## config.mk

```make
export PLATFORM = sky130hd
export DESIGN_NAME = fib_bcd_conv
export DESIGN_NICKNAME = d
export VERILOG_FILES = /design/src/rtl/fib_bcd_conv.sv
export SDC_FILE = /design/constraint.sdc
export NUM_CORES = 1
export LEC_CHECK = 0
export CORE_ASPECT_RATIO = 1.5
export CORE_MARGIN = 3
export CORE_UTILIZATION = 59
export CTS_BUF_LIST = sky130_fd_sc_hd__clkbuf_8
export DETAILED_ROUTE_END_ITERATION = 8
export GPL_TIMING_DRIVEN = 0
export PLACE_DENSITY = 0.86
export RECOVER_POWER = 50
export SKIP_CTS_REPAIR_TIMING = 1
export SLEW_MARGIN = 20
export SYNTH_ARGS = -nofsm -noshare
export SYNTH_HDL_FRONTEND = slang
export SYNTH_SLANG_ARGS = --single-unit
```

## constraint.sdc

```tcl
create_clock -name i_clk -period 3 [get_ports i_clk]
set_clock_uncertainty 0.2 [all_clocks]
set_input_delay 0.45 -clock i_clk [delete_from_list [all_inputs] [get_ports i_clk]]
set_output_delay 0.45 -clock i_clk [all_outputs]
set_load 0.005 [all_outputs]
```

## src/rtl/fib_bcd_conv.sv

```systemverilog
// Sequential binary-to-packed-BCD converter (double-dabble), one input bit per clock.
// Sits behind the Fibonacci generator and feeds the display logic.
module fib_bcd_conv #(
    parameter int WIDTH  = 8,
    parameter int DIGITS = 3
) (
    input  logic                  i_clk,
    input  logic                  i_reset_n,
    input  logic                  i_stb,
    input  logic [WIDTH-1:0]      i_bin,
    output logic                  o_busy,
    output logic                  o_valid,
    output logic [4*DIGITS-1:0]   o_bcd,
    output logic                  o_state
);

    localparam int BCD_W = 4 * DIGITS;
    localparam int CNT_W = (WIDTH > 1) ? $clog2(WIDTH) : 1;
    localparam logic [CNT_W-1:0] LAST = CNT_W'(WIDTH - 1);

    // Handshake: a conversion starts on any rising edge where state is IDLE and
    // i_stb=1 (o_busy=0 in that cycle). Strobes while o_busy=1 are dropped, not
    // queued. o_valid is a one-cycle pulse; the state is IDLE during it, so a
    // strobe in the o_valid cycle is accepted.
    typedef enum logic {
        IDLE  = 1'b0,
        SHIFT = 1'b1
    } state_t;

    state_t             state_q, state_n;
    logic [CNT_W-1:0]   cnt_q, cnt_n;
    logic [WIDTH-1:0]   bin_q, bin_n;
    logic [BCD_W-1:0]   scr_q, scr_n;
    logic [BCD_W-1:0]   bcd_n;
    logic               valid_n;
    logic [BCD_W-1:0]   adj;
    logic [BCD_W-1:0]   scr_shift;
    logic [WIDTH-1:0]   bin_shift;

    always_ff @(posedge i_clk) begin
        if (!i_reset_n) begin
            state_q <= IDLE;
            cnt_q   <= '0;
            bin_q   <= '0;
            scr_q   <= '0;
            o_bcd   <= '0;
            o_valid <= 1'b0;
        end else begin
            state_q <= state_n;
            cnt_q   <= cnt_n;
            bin_q   <= bin_n;
            scr_q   <= scr_n;
            o_bcd   <= bcd_n;
            o_valid <= valid_n;
        end
    end

    // Per-digit add-3 with no carry between digits, then one combined left shift.
    always_comb begin
        adj = scr_q;
        for (int d = 0; d < DIGITS; d++) begin
            if (scr_q[4*d +: 4] >= 4'd5) begin
                adj[4*d +: 4] = scr_q[4*d +: 4] + 4'd3;
            end
        end
        scr_shift = {adj[BCD_W-2:0], bin_q[WIDTH-1]};
        bin_shift = bin_q << 1;
    end

    always_comb begin
        state_n = state_q;
        cnt_n   = cnt_q;
        bin_n   = bin_q;
        scr_n   = scr_q;
        bcd_n   = o_bcd;
        valid_n = 1'b0;
        case (state_q)
            IDLE: begin
                if (i_stb) begin
                    bin_n   = i_bin;
                    scr_n   = '0;
                    cnt_n   = '0;
                    state_n = SHIFT;
                end
            end
            SHIFT: begin
                scr_n = scr_shift;
                bin_n = bin_shift;
                cnt_n = cnt_q + CNT_W'(1);
                if (cnt_q == LAST) begin
                    bcd_n   = scr_shift;
                    valid_n = 1'b1;
                    cnt_n   = '0;
                    state_n = IDLE;
                end
            end
            default: state_n = IDLE;
        endcase
    end

    assign o_busy  = (state_q == SHIFT);
    assign o_state = state_q;

endmodule

```

==> flow_results.xml <==
<?xml version="1.0" encoding="UTF-8"?>
<metrics>
  <group name="route">
    <metric name="first_iter_violations" unit="">46</metric>
    <metric name="vias" unit="">1439</metric>
    <metric name="post_drt_wl_per_cell" unit="microns">14.12</metric>
    <metric name="number_of_optimization_iterations_in_the_first_detailed_route_pass" unit="">4</metric>
    <metric name="drtAntennaViolNets" unit="">0</metric>
    <metric name="drc" unit="">0</metric>
    <metric name="drt-vias-per-instance" unit="">5.665</metric>
    <metric name="totalWireLength" unit="mm">3.586</metric>
  </group>
  <group name="synthesis">
    <metric name="synth_fa_ha_area_frac" unit="">0.05831</metric>
    <metric name="synthesis.instances" unit="">185</metric>
    <metric name="seq_area_frac_synth" unit="">0.4315</metric>
    <metric name="synth-seq-cells" unit="">37</metric>
    <metric name="simple_gate_share_of_the_synthesized_area" unit="">0.1851</metric>
    <metric name="post_synthesis_async_set_or_reset_flop_share" unit="">0</metric>
    <metric name="synth_warnings" unit="">0</metric>
    <metric name="syn_nets" unit="">204</metric>
    <metric name="synth_top_family_by_area" unit="">simple AND/OR/NAND/NOR gates</metric>
    <metric name="synthesized_area_fraction_occupied_by_ao_oa_aoi_and_oai_cells" unit="">0.1764</metric>
    <metric name="muxShareOfSynthArea" unit="">0.07289</metric>
    <metric name="largest_area_contributor_in_the_synthesized_netlist" unit="">dfxtp_1</metric>
    <metric name="average_cell_area_after_synthesis" unit="sq um">9.279</metric>
    <metric name="fraction_of_synthesized_cell_area_in_xor_and_xnor_cells" unit="">0.01531</metric>
    <metric name="dominantRegCellSynth" unit="">dfxtp_1</metric>
    <metric name="yosys.area.top_type_share" unit="">0.4315</metric>
    <metric name="synth_area" unit="sq mm">0.001717</metric>
    <metric name="synth_area_leaders" unit="">dfxtp_1 43%, ha_1 5.8%, nor3b_1 4.8%</metric>
    <metric name="synth_edf_count" unit="">0</metric>
    <metric name="ys_types" unit="">30</metric>
  </group>
  <group name="timing">
    <metric name="slew-limit-headroom" unit="">0.6953</metric>
    <metric name="period_needed" unit="ns">2.013</metric>
    <metric name="rsz0062_at_grt" unit="">no</metric>
    <metric name="clock.fmax" unit="MHz">496.7</metric>
    <metric name="maxSlewViolCount" unit="">0</metric>
    <metric name="worstMarginPinSlew" unit="ns">0.4529</metric>
    <metric name="timing.hold.ws" unit="ns">0.2453</metric>
    <metric name="hold_violations" unit="">0</metric>
    <metric name="final.period_utilization" unit="">0.6711</metric>
    <metric name="totalNegativeSetupSlack" unit="ns">0</metric>
    <metric name="final-setup-viol-count" unit="">0</metric>
  </group>
  <group name="hold_path">
    <metric name="worst_hold_path.endpoint" unit="">o_bcd[11]</metric>
    <metric name="hold-path-cell-count" unit="">2</metric>
    <metric name="worstHoldStart" unit="">o_bcd[11]</metric>
    <metric name="hold_path.class" unit="">flop to flop</metric>
  </group>
  <group name="cells_and_area">
    <metric name="post-route-cell-area" unit="sq mm">0.002076</metric>
    <metric name="layout.cells.most_common_list" unit="">37 x dfxtp_1, 21 x clkdlybuf4s50_1, 19 x nand2_1</metric>
    <metric name="finish.net_count" unit="">235</metric>
    <metric name="layout-area-overhead-vs-synth" unit="%">20.92</metric>
    <metric name="layout.cells.most_common" unit="">dfxtp_1</metric>
    <metric name="antenna_diode_count" unit="">0</metric>
    <metric name="finish.utilization" unit="">0.7593</metric>
    <metric name="final_layout_size_suffix_gt1_frac" unit="">0.09677</metric>
    <metric name="filler_cell_count" unit="">183</metric>
  </group>
  <group name="power">
    <metric name="power.density_cell_area" unit="mW/mm^2">444.5</metric>
    <metric name="switching_share" unit="">0.2429</metric>
    <metric name="power_leakage" unit="uW">0.0007647</metric>
    <metric name="seq_power_share" unit="">0.549</metric>
    <metric name="combPwrFrac" unit="">0.084</metric>
    <metric name="cellInternalPower" unit="uW">698.5</metric>
    <metric name="power.net_switching" unit="uW">224.1</metric>
    <metric name="p_clk_frac" unit="">0.367</metric>
    <metric name="peakVddDrop" unit="mV">0.3319</metric>
  </group>
  <group name="worst_setup_path">
    <metric name="critical_path.n_buffers_inverters" unit="">2</metric>
    <metric name="setup.worst_path.class" unit="">flop to output pin</metric>
    <metric name="r2r_end" unit="">scr_q[10]</metric>
    <metric name="setup.worst_path.start_class" unit="">flop</metric>
    <metric name="path_cells" unit="">buf_4, clkdlybuf4s50_1</metric>
    <metric name="end_kind" unit="">output pin</metric>
    <metric name="cp_data_required_time" unit="ns">2.35</metric>
    <metric name="reg_to_reg_slack_setup" unit="ns">1.04</metric>
    <metric name="critPathMaxStageDelay" unit="ns">0.50</metric>
    <metric name="rr_worst_depth" unit="">6</metric>
    <metric name="slowest_stage" unit="">clkdlybuf4s50_1</metric>
    <metric name="data_arrival_time_of_the_critical_path" unit="ns">1.36</metric>
    <metric name="launching_point_of_the_worst_reg2reg_path" unit="">scr_q[8]</metric>
    <metric name="critical_path_peak_fanout" unit="">6</metric>
    <metric name="critical-path-top-delay-family" unit="">buffers and inverters</metric>
  </group>
  <group name="floorplanning">
    <metric name="placeableCoreArea" unit="sq mm">0.002734</metric>
    <metric name="initial_core_util" unit="">0.6279</metric>
    <metric name="die_area" unit="sq mm">0.003606</metric>
    <metric name="dieHeight" unit="microns">72.07</metric>
    <metric name="ioPinCount" unit="">26</metric>
    <metric name="core.rowCount" unit="">23</metric>
    <metric name="floorplan.die.width" unit="microns">50.04</metric>
  </group>
  <group name="grt">
    <metric name="grt_start_max_net_pins" unit="">13</metric>
    <metric name="antenna_found_initial" unit="">0</metric>
    <metric name="globalRouteOverflowTotal" unit="">0</metric>
    <metric name="global_route_wire_length_before_repair" unit="mm">6.058</metric>
    <metric name="globalRouteTotalUtil" unit="">0.2161</metric>
    <metric name="via_count_of_the_first_global_routing_pass" unit="">1477</metric>
  </group>
  <group name="placement">
    <metric name="hpwlAfterDp" unit="mm">2.728</metric>
    <metric name="placement.cell_area" unit="sq mm">0.002003</metric>
    <metric name="place.port_buffers" unit="">24</metric>
    <metric name="finalWeightedCongestion" unit="">0.7836</metric>
  </group>
  <group name="clock_tree">
    <metric name="clock_path_buffers" unit="">2</metric>
    <metric name="tritoncts.num_buffers" unit="">5</metric>
    <metric name="clock_tree.root_cell" unit="">clkbuf_8</metric>
    <metric name="clkSinkCount" unit="">37</metric>
    <metric name="clkSlewWorstSetupHoldPaths" unit="ns">0.07</metric>
    <metric name="cts_tree" unit="">built</metric>
    <metric name="clk_latency" unit="ns">0.30</metric>
    <metric name="cts-htree-levels" unit="">2</metric>
  </group>
  <group name="outcome">
    <metric name="outcome" unit="">finished, final reports clean</metric>
  </group>
  <group name="flow_run">
    <metric name="max_cap_violations" unit="">0</metric>
  </group>
</metrics>
[worst reg2reg max path: cells and delay by family, from the launching register on]
| family | cells | cell delay (ns) |
|---|---|---|
| AO/OA/AOI/OAI | 2 | 0.51 |
| adder cells (fa/ha/maj) | 1 | 0.26 |
| buffers and inverters | 1 | 0.14 |
| flip-flops | 1 | 0.33 |
| multiplexers | 1 | 0.36 |
| AND/OR/NAND/NOR | 1 | 0.07 |
[state kept, by name, summed over array words and instances (netlist names)]
signal   count
bin_q        8
cnt_q        3
o_bcd       12
o_busy       1
o_valid      1
scr_q       12
[synth_stat cells, types with 3 or more instances]
master,number
a21boi_1,4
a21oi_1,9
and2_1,7
buf_2,5
buf_4,3
dfxtp_1,37
ha_1,8
inv_1,10
mux2_4,3
mux2i_1,8
nand2_1,19
nand2b_1,4
nand3_1,5
nor2b_1,5
nor3b_1,11
o21ai_0,12
o21ai_1,11
o32ai_1,7
xnor2_1,3
[power by group through the flow]
stage | combinational [uW] | sequential [uW] | clock (uW)
5_1_grt | 84.1 | 507 | 363
6_report | 77.2 | 507 | 339
4_1_cts | 78.4 | 506 | 343
3_3_place_gp | 75.5 | 517 | 0
2_1_floorplan | 49.5 | 516 | 0
3_5_place_dp | 77.9 | 518 | 0
[how the worst max path moves through the flow]
stage	start	to	slack (ns)	cells after the start
3_3_place_gp	i_reset_n	o_bcd[7]	1.06	5
5_1_grt	i_reset_n	o_bcd[7]	0.90	5
2_1_floorplan	scr_q[8]	scr_q[10]	1.37	6
6_report	o_busy	o_state	0.99	2
3_5_place_dp	i_reset_n	o_bcd[2]	1.04	5
4_1_cts	o_busy	o_state	0.99	2
[per-layer routing]
metal / track usage / vias to the layer above / share of wire
met5: 0 / - / 0
met4: 0.1046 / 0 / 0.018
met3: 0.04928 / 8 / 0.045
met2: 0.4230 / 37 / 0.55
met1: 0.2023 / 695 / 0.39
li1: - / 699 / -
[stage by stage]
step           setup slack, ns  power (uW)  cells
5_1_grt                 0.8996       954.1    254
2_1_floorplan            1.368       565.5    185
3_3_place_gp             1.060       592.5    246
4_1_cts                 0.9921       927.7    254
3_5_place_dp             1.037       595.6    246
6_report                0.9868       922.6    254
[kinds of logic after synthesis]
group / Yosys count
buf+inv: 21
simple gates: 57
flops: 37
xor+xnor: 3
fa+ha+maj: 8
mux: 11
compound gates: 48
[layout make-up]
cell class,count,area [sq um],area share
Tap cell,37,46.29,0.02230
Buffer,11,63.81,0.03074
Sequential cell,37,740.7,0.3568
Inverter,10,37.54,0.01808
Clock buffer,5,68.82,0.03315
Clock inverter,3,17.52,0.008439
Multi-Input combinational cell,127,860.8,0.4147
Timing Repair Buffer,24,240.2,0.1157
Power figures use the tool's default switching activity.
